## src/rtl/nibble_serial_adder_pkg.sv

```systemverilog
// Shared definitions for the nibble-serial adder: FSM state encoding,
// nibble width and the counter-width helper.
package nibble_serial_adder_pkg;

   localparam int NIB_W = 4;

   typedef enum logic [1:0] {
      IDLE = 2'd0,
      RUN  = 2'd1,
      DONE = 2'd2
   } state_t;

   function automatic int cntWidth(input int nibbles);
      return (nibbles > 1) ? $clog2(nibbles) : 1;
   endfunction

endpackage

```

## src/rtl/full_adder_4.sv

```systemverilog
// Existing 4-bit ripple full adder stage, reused one nibble per clock by the
// serial adder.
module full_adder_4 (
   input  logic [3:0] x,
   input  logic [3:0] y,
   input  logic       c_in,
   output logic [3:0] s,
   output logic       c_out
);

   assign {c_out, s} = {1'b0, x} + {1'b0, y} + {4'b0000, c_in};

endmodule

```

## src/rtl/nibble_serial_adder.sv

```systemverilog
// Multi-cycle W-bit adder (W = 4*NIBBLES) that pushes one nibble per clock
// through a single full_adder_4. Optional signed overflow output: NSA_SIGNED_OVF_EN.
module nibble_serial_adder
   import nibble_serial_adder_pkg::*;
#(
   parameter int NIBBLES = 4
) (
   input  logic                   clock,
   input  logic                   reset,
   input  logic                   in_valid,
   output logic                   in_ready,
   input  logic [4*NIBBLES-1:0]   a,
   input  logic [4*NIBBLES-1:0]   b,
   input  logic                   c_in,
   output logic                   out_valid,
   input  logic                   out_ready,
   output logic [4*NIBBLES-1:0]   s,
`ifdef NSA_SIGNED_OVF_EN
   output logic                   ovf,
`endif
   output logic                   c_out
);

   localparam int W  = NIB_W * NIBBLES;
   localparam int CW = cntWidth(NIBBLES);

   state_t            r_state;
   state_t            w_nextState;
   logic [W-1:0]      r_aSh;
   logic [W-1:0]      r_bSh;
   logic [W-1:0]      r_sSh;
   logic [W-1:0]      r_s;
   logic              r_carry;
   logic              r_cOut;
   logic [CW-1:0]     r_cnt;
   logic [NIB_W-1:0]  w_nibSum;
   logic              w_nibCarry;
   logic              w_lastNib;
   logic [W-1:0]      w_sShNext;

   full_adder_4 u_fullAdder (
      .x     (r_aSh[NIB_W-1:0]),
      .y     (r_bSh[NIB_W-1:0]),
      .c_in  (r_carry),
      .s     (w_nibSum),
      .c_out (w_nibCarry)
   );

   assign w_lastNib = (r_cnt == CW'(NIBBLES - 1));
   // New nibble enters at the top so that after NIBBLES shifts the sum is LSB-first aligned.
   assign w_sShNext = W'({w_nibSum, r_sSh} >> NIB_W);

   always_ff @(posedge clock or posedge reset) begin
      if (reset) begin
         r_state <= IDLE;
      end else begin
         r_state <= w_nextState;
      end
   end

   always_comb begin
      w_nextState = r_state;
      in_ready    = 1'b0;
      out_valid   = 1'b0;
      case (r_state)
         IDLE: begin
            in_ready = 1'b1;
            if (in_valid) w_nextState = RUN;
         end
         RUN: begin
            if (w_lastNib) w_nextState = DONE;
         end
         DONE: begin
            out_valid = 1'b1;
            if (out_ready) w_nextState = IDLE;
         end
         default: w_nextState = IDLE;
      endcase
   end

   always_ff @(posedge clock or posedge reset) begin
      if (reset) begin
         r_aSh   <= '0;
         r_bSh   <= '0;
         r_sSh   <= '0;
         r_s     <= '0;
         r_carry <= 1'b0;
         r_cOut  <= 1'b0;
         r_cnt   <= '0;
      end else begin
         case (r_state)
            IDLE: begin
               if (in_valid) begin
                  r_aSh   <= a;
                  r_bSh   <= b;
                  r_carry <= c_in;
                  r_cnt   <= '0;
               end
            end
            RUN: begin
               r_aSh   <= r_aSh >> NIB_W;
               r_bSh   <= r_bSh >> NIB_W;
               r_sSh   <= w_sShNext;
               r_carry <= w_nibCarry;
               r_cnt   <= r_cnt + CW'(1);
               if (w_lastNib) begin
                  r_s    <= w_sShNext;
                  r_cOut <= w_nibCarry;
               end
            end
            default: ;
         endcase
      end
   end

`ifdef NSA_SIGNED_OVF_EN
   logic r_ovf;

   // On the last nibble the low nibble of a_sh/b_sh holds operand bits W-1..W-4.
   always_ff @(posedge clock or posedge reset) begin
      if (reset) begin
         r_ovf <= 1'b0;
      end else if (r_state == RUN && w_lastNib) begin
         r_ovf <= (r_aSh[NIB_W-1] == r_bSh[NIB_W-1]) && (w_nibSum[NIB_W-1] != r_aSh[NIB_W-1]);
      end
   end

   assign ovf = r_ovf;
`endif

   assign s     = r_s;
   assign c_out = r_cOut;

endmodule

```

## config.mk

```make
export PLATFORM = sky130hd
export DESIGN_NAME = nibble_serial_adder
export DESIGN_NICKNAME = d
export VERILOG_FILES = /design/src/rtl/nibble_serial_adder_pkg.sv /design/src/rtl/full_adder_4.sv /design/src/rtl/nibble_serial_adder.sv
export SDC_FILE = /design/constraint.sdc
export NUM_CORES = 1
export LEC_CHECK = 0
export ABC_CLOCK_PERIOD_IN_PS = 1900
export CORE_ASPECT_RATIO = 1.25
export CORE_MARGIN = 3
export CORE_UTILIZATION = 47
export DETAILED_ROUTE_END_ITERATION = 10
export GPL_ROUTABILITY_DRIVEN = 0
export GPL_TIMING_DRIVEN = 0
export PLACE_DENSITY = 0.8
export SLEW_MARGIN = 5
export SYNTH_ARGS = -nofsm -noshare
export SYNTH_HDL_FRONTEND = slang
export SYNTH_SLANG_ARGS = --single-unit
```

## constraint.sdc

```tcl
create_clock -name clock -period 1.9 [get_ports clock]
set_input_delay 0.285 -clock clock [delete_from_list [all_inputs] [get_ports clock]]
set_output_delay 0.285 -clock clock [all_outputs]
set_load 0.01 [all_outputs]
```

---- After elaboration in Yosys (flattened, before gate mapping) ----
Index checks and enable logic that the tools add are counted.
storage, ports and cells
  register bits after elaboration ......... 70
  word-level logic and storage cells ...... 36
  input bits .............................. 37
operators by class
  $add $sub $neg .......................... 3
  muxes and demuxes ....................... 14
  equal/unequal tests ..................... 6
  reductions and logical operators ........ 5
operators with widths
  operator                                        number
  case mux 16 bit (2 select lines)                2
  two-way mux 16 bit                              2
  two-way mux 2 bit                               4
  != test 2 bit (second input constant)           3
  case mux 2 bit (3 select lines)                 1
  adder 4 x 4 -> 5 bit                            1
  adder 5 x 1 -> 5 bit                            1
  == test 2 bit (second input constant)           2
  case mux 2 bit (2 select lines)                 1
  AND reduction 2 bit                             2
  two-way mux 1 bit                               3
  AND reduction 3 bit                             1
  adder 2 x 1 -> 2 bit (second input constant)    1
  == test 2 x 1 -> 1 bit (second input constant)  1
  logical NOT 2 bit                               1
  case mux 1 bit (2 select lines)                 1
  nonzero test 2 bit                              1

---- Logic depth before layout (Yosys ltp) ----
  depth after elaboration ................. 3
  depth in mapped cells ................... 7
  mapped depth without buffers ............ 7

---- By module ----
From an unflattened synthesis, not the netlist that was laid out.
second synthesis, totals
  cells, all modules ...................... 286
  area total of the unflattened synthesis .. 2999.1 µm²
modules (own cells, without submodules)
  module               cells each  sequential area each (µm²)  times used  area each (µm²)
  nibble_serial_adder  270         1651.6                      1           2855.2
  full_adder_4         16          0.0                         1           143.9

---- Least setup slack after synthesis ----
No wires, ideal clock.
  path kind ............................... register to register
  start ................................... register r_aSh[0]
  end ..................................... register r_carry
  arrival time ............................ 1499 ps
  setup time .............................. 137 ps
  required time ........................... 1763 ps
  setup slack ............................. 264 ps
  stages on the path, launching flop included .. 8
  path through ............................ dfrtp_1 -> fa_1 -> inv_1 -> fa_1 -> inv_1 -> a21o_1 -> a21oi_1 -> a21oi_1
between the ends
  longest elaborated chain between the ends .. 3
ends and longest elaborated chain
  item                             RTL line                    source
  start, declared                  nibble_serial_adder.sv:29   logic [W-1:0] r_aSh;
  start signal, assigned           nibble_serial_adder.sv:101  r_aSh <= r_aSh >> NIB_W;
  adder 4 x 4 -> 5 bit             full_adder_4.sv:11          assign {c_out, s} = {1'b0, x} + {1'b0, y} + {4'b0000, c_in};
  adder 5 x 1 -> 5 bit             full_adder_4.sv:11
  case mux 1 bit (2 select lines)  nibble_serial_adder.sv:91   case (r_state)
  end signal, assigned             nibble_serial_adder.sv:96   r_carry <= c_in;
  end signal, assigned             nibble_serial_adder.sv:104  r_carry <= w_nibCarry;
  end, declared                    nibble_serial_adder.sv:33   logic r_carry;
Every way passes these cells.
A chain may end at the register's enable or synchronous reset.

---- Final worst setup path ----
  start ................................... register r_state[1]
  end ..................................... output port in_ready
between the ends
  longest elaborated chain between the ends .. 2
ends and longest elaborated chain
  item                    RTL line                   source
  start, declared         nibble_serial_adder.sv:27  state_t r_state;
  start signal, assigned  nibble_serial_adder.sv:57  r_state <= w_nextState;
  logical NOT 2 bit       nibble_serial_adder.sv:65  case (r_state)
  two-way mux 1 bit       nibble_serial_adder.sv:65
  end, declared           nibble_serial_adder.sv:11  output logic in_ready,
Every way passes these cells.

==> results_tabular.tex <==
\begin{tabular}{lr}
\hline
Metric & Value \\
\hline
\multicolumn{2}{l}{\textbf{Status}} \\
Run status & finished clean \\
\multicolumn{2}{l}{\textbf{Synth}} \\
Synth area leader & sky130\_fd\_sc\_hd\_\_dfrtp\_1 \\
Area contributors post-synth & sky130\_fd\_sc\_hd\_\_dfrtp\_1 56\%, sky130\_fd\_sc\_hd\_\_o22ai\_1 6.9\%, sky130\_fd\_sc\_hd\_\_nand2\_1 6.1\%, sky130\_fd\_sc\_hd\_\_mux2\_4 5.6\%, sky130\_fd\_sc\_hd\_\_a21oi\_1 4.4\% \\
Sequential element share of the synthesized area & 55.5\% \\
Post-synthesis average cell area & 10.6 um\^{}2 \\
Count of distinct cell types in the synthesized netlist & 28 \\
Multiplexer fraction of the synthesized cell area & 6.31\% \\
Cells after Synth & 281 \\
Dominant combinational cell family by area after synthesis & compound AO/OA/AOI/OAI gates \\
Post-synth design cell area & 2980 um\^{}2 \\
Post-synth top area share & 55.5\% \\
Flops \& latches, synth & 66 \\
Total of warnings raised by yosys & 0 \\
Synth Area in Compound Gates & 18.8\% \\
Post-synthesis share of cell area spent on xor and xnor gates & 0.589\% \\
Post-synthesis adder-cell area fraction & 3.03\% \\
Syn Nets & 324 \\
Area share of and/or/nand/nor cells after synthesis & 10.8\% \\
\multicolumn{2}{l}{\textbf{Floorplan}} \\
Floorplan die area & 7330 um\^{}2 \\
Height of the die & 95.0 um \\
Floorplan die width & 77.2 um \\
Floorplan Core Area & 5970 um\^{}2 \\
Ports & 56 \\
Row count & 31 \\
Initial Utilization & 49.8\% \\
\multicolumn{2}{l}{\textbf{Drt}} \\
Via total after detailed routing & 2352 \\
Number of detailed-routing iterations run before antenna repair & 4 \\
Detail-routed via count per cell & 5.42 \\
Post-detailed-route count of antenna-violating nets & 0 \\
Residual DRC & 0 \\
Number of DRC markers after the initial detailed-route iteration & 67 \\
WL final & 6630 um \\
Wirelength per Cell & 15.3 um \\
\multicolumn{2}{l}{\textbf{Clock tree}} \\
Clock tree from TritonCTS & yes \\
Register clock-pin slew on the reported worst setup and hold paths & 70 ps \\
Sink Count & 66 \\
Clock latency reported for the late side of the worst-skew pair & 340 ps \\
Root cell of the clock tree & sky130\_fd\_sc\_hd\_\_clkbuf\_8 \\
Number of CTS-inserted buffers & 9 \\
Worst-case clock buffer depth & 2 \\
Level count of the clock H-tree & 3 \\
\multicolumn{2}{l}{\textbf{Critical path}} \\
Category of the worst setup path capture point & primary output \\
Crit path launch type & flop \\
Critical path required time & 1620 ps \\
Critical Path AT & 1570 ps \\
Cells on worst reg2reg path & 7 \\
FF-to-FF setup slack & 140 ps \\
Highest net fanout along the worst path & 10 \\
FF-to-FF End & r\_carry \\
Startpoint of the worst register-to-register path & r\_aSh[0] \\
Classification of the worst setup path & flop to primary output \\
\multicolumn{2}{l}{\textbf{Final layout}} \\
Fill count & 501 \\
Seq. cell area & 1650 um\^{}2 \\
Fraction of final layout cells with drive strength greater than 1 & 13.4\% \\
Area of all placed cells without fillers & 3840 um\^{}2 \\
Area of the multi-input gates & 1180 um\^{}2 \\
Synth-to-Final Area Change & 29.1\% \\
Util after Layout & 64.3\% \\
Diodes inserted & 0 \\
Number of nets at the end of the flow & 391 \\
Most common cell after layout, fill and taps aside & sky130\_fd\_sc\_hd\_\_dfrtp\_1 \\
Most used cells in the layout excluding fill and tap cells & 66 x sky130\_fd\_sc\_hd\_\_dfrtp\_1, 53 x sky130\_fd\_sc\_hd\_\_clkdlybuf4s50\_1, 48 x sky130\_fd\_sc\_hd\_\_nand2\_1, 33 x sky130\_fd\_sc\_hd\_\_o22ai\_1, 25 x sky130\_fd\_sc\_hd\_\_a21oi\_1 \\
\multicolumn{2}{l}{\textbf{STA}} \\
Min cycle time layout & 1850 ps \\
Crit share post-route & 97.5\% \\
Final Worst Setup Slack & 47.3 ps \\
Final Hold Vio Count & 0 \\
Achievable frequency & 540 MHz \\
Slew headroom & 53.7\% \\
Setup TNS after final layout & 0 ps \\
Slew Viols, Final & 0 \\
RSZ-0062 raised after global routing & yes \\
Actual transition at the worst max-transition pin & 693 ps \\
Final setup skew & 6.52 ps \\
Setup-violating endpoint count in the final report & 0 \\
\multicolumn{2}{l}{\textbf{Placement}} \\
Half-perimeter wire length after placement & 4930 um \\
Placement-stage cell area & 3650 um\^{}2 \\
Count of buffers from port buffering & 55 \\
DP Worst Slack & -7.49 ps \\
\multicolumn{2}{l}{\textbf{Global routing}} \\
Global-route wire length before repair & 11200 um \\
Largest net degree at the start of global routing & 36 \\
Antenna violations before repair & 0 \\
Via count of the first global-routing pass & 2417 \\
Global-route usage over all layers & 19.5\% \\
Global-route congestion overflow total & 0 \\
\multicolumn{2}{l}{\textbf{Worst hold path}} \\
Tightest Hold Check Type & input pin to asynchronous set/reset pin \\
\multicolumn{2}{l}{\textbf{Power}} \\
Power Total & 6.46 mW \\
Worst vdd ir & 0.000802 V \\
Static leakage & 1.74 nW \\
Total power density per cell area & 1680 nW/um\^{}2 \\
\multicolumn{2}{l}{\textbf{Run}} \\
Max-cap violations & 0 \\
\hline
\end{tabular}
==> per-stage QoR <==
step / hold slack [ps] / cells
5_1_grt: 444 / 434
3_5_place_dp: 462 / 419
3_3_place_gp: 453 / 418
4_1_cts: 412 / 434
6_report: 397 / 434
2_1_floorplan: 371 / 281
==> critical path: stages (launching register included) <==
cell	delay, ps
sky130_fd_sc_hd__dfrtp_1	350
sky130_fd_sc_hd__buf_6	140
sky130_fd_sc_hd__clkbuf_1	370
sky130_fd_sc_hd__nor2_1	70
sky130_fd_sc_hd__dlygate4sd2_1	300
==> cells by family after synthesis <==
group / count (synthesis)
multiplexers: 13
AND/OR/NAND/NOR: 71
flip-flops: 66
buffers and inverters: 27
AO/OA/AOI/OAI: 96
XOR/XNOR: 2
adder cells (fa/ha/maj): 6
==> report_power, final <==
part | internal [mW] | total (mW) | leakage, nW | switching [mW]
Clock | 0.531 | 1.03 | 0.0920 | 0.502
Sequential | 2.06 | 2.52 | 0.817 | 0.452
Combinational | 1.44 | 2.91 | 0.831 | 1.47
==> cells in the mapped netlist <==
master                     count
sky130_fd_sc_hd__a21o_1        2
sky130_fd_sc_hd__a21oi_1      26
sky130_fd_sc_hd__a22o_1        4
sky130_fd_sc_hd__a31oi_1       8
sky130_fd_sc_hd__and2_1        8
sky130_fd_sc_hd__buf_1         1
sky130_fd_sc_hd__buf_2         8
sky130_fd_sc_hd__buf_4         4
sky130_fd_sc_hd__buf_6         3
sky130_fd_sc_hd__clkbuf_1      4
sky130_fd_sc_hd__clkinv_1      1
sky130_fd_sc_hd__dfrtp_1      66
sky130_fd_sc_hd__fa_1          2
sky130_fd_sc_hd__ha_1          4
sky130_fd_sc_hd__inv_1         6
sky130_fd_sc_hd__mux2_2        2
sky130_fd_sc_hd__mux2_4       11
sky130_fd_sc_hd__nand2_1      48
sky130_fd_sc_hd__nand2_4       1
sky130_fd_sc_hd__nand2b_1      1
sky130_fd_sc_hd__nor2_1        6
sky130_fd_sc_hd__nor2b_1       6
sky130_fd_sc_hd__nor2b_4       1
sky130_fd_sc_hd__o21ai_0      21
sky130_fd_sc_hd__o22a_1        1
sky130_fd_sc_hd__o22ai_1      33
sky130_fd_sc_hd__o31ai_1       1
sky130_fd_sc_hd__xor2_1        2
==> area by class of cell <==
cell class / count / share of cell area [%]
multi-input cells: 188 / 30.7
inverters: 7 / 0.782
well taps: 82 / 2.67
clock inverters: 3 / 0.391
flip-flops and latches: 66 / 43.0
clock buffers: 12 / 4.04
repair buffers: 56 / 14.8
plain buffers: 20 / 3.62
==> registers in the layout (all words and copies together), names as in the netlist <==
name	flops
r_aSh	16
r_bSh	16
s	16
r_sSh	12
r_cnt	2
r_state	2
c_out	1
r_carry	1
==> worst max-delay path by stage <==
stage	from	to	slack, ps
after detailed placement	in_valid	r_cnt[0]	-7
after CTS	r_state[1]	out_valid	5
final	r_state[1]	in_ready	50
after floorplan	r_aSh[0]	r_carry	260
after global routing	r_state[1]	in_ready	-30
after global placement	in_valid	r_aSh[12]	10
==> routing by layer <==
metal | global-route usage (%) | up-vias | share of wire (%)
met5 | 0 | - | 0
met4 | 10.1 | 0 | 2.4
met3 | 3.82 | 15 | 5.3
met2 | 32.2 | 86 | 51
met1 | 24.3 | 1133 | 42
li1 | - | 1118 | -
==> repair_timing <==
item	4_1_cts	5_1_grt
hold buffers	0	0
buffers inserted	0	0
endpoints found under the setup margin	2	4
resized for setup	4	4
No activity file was read; power rests on OpenSTA's default activity.
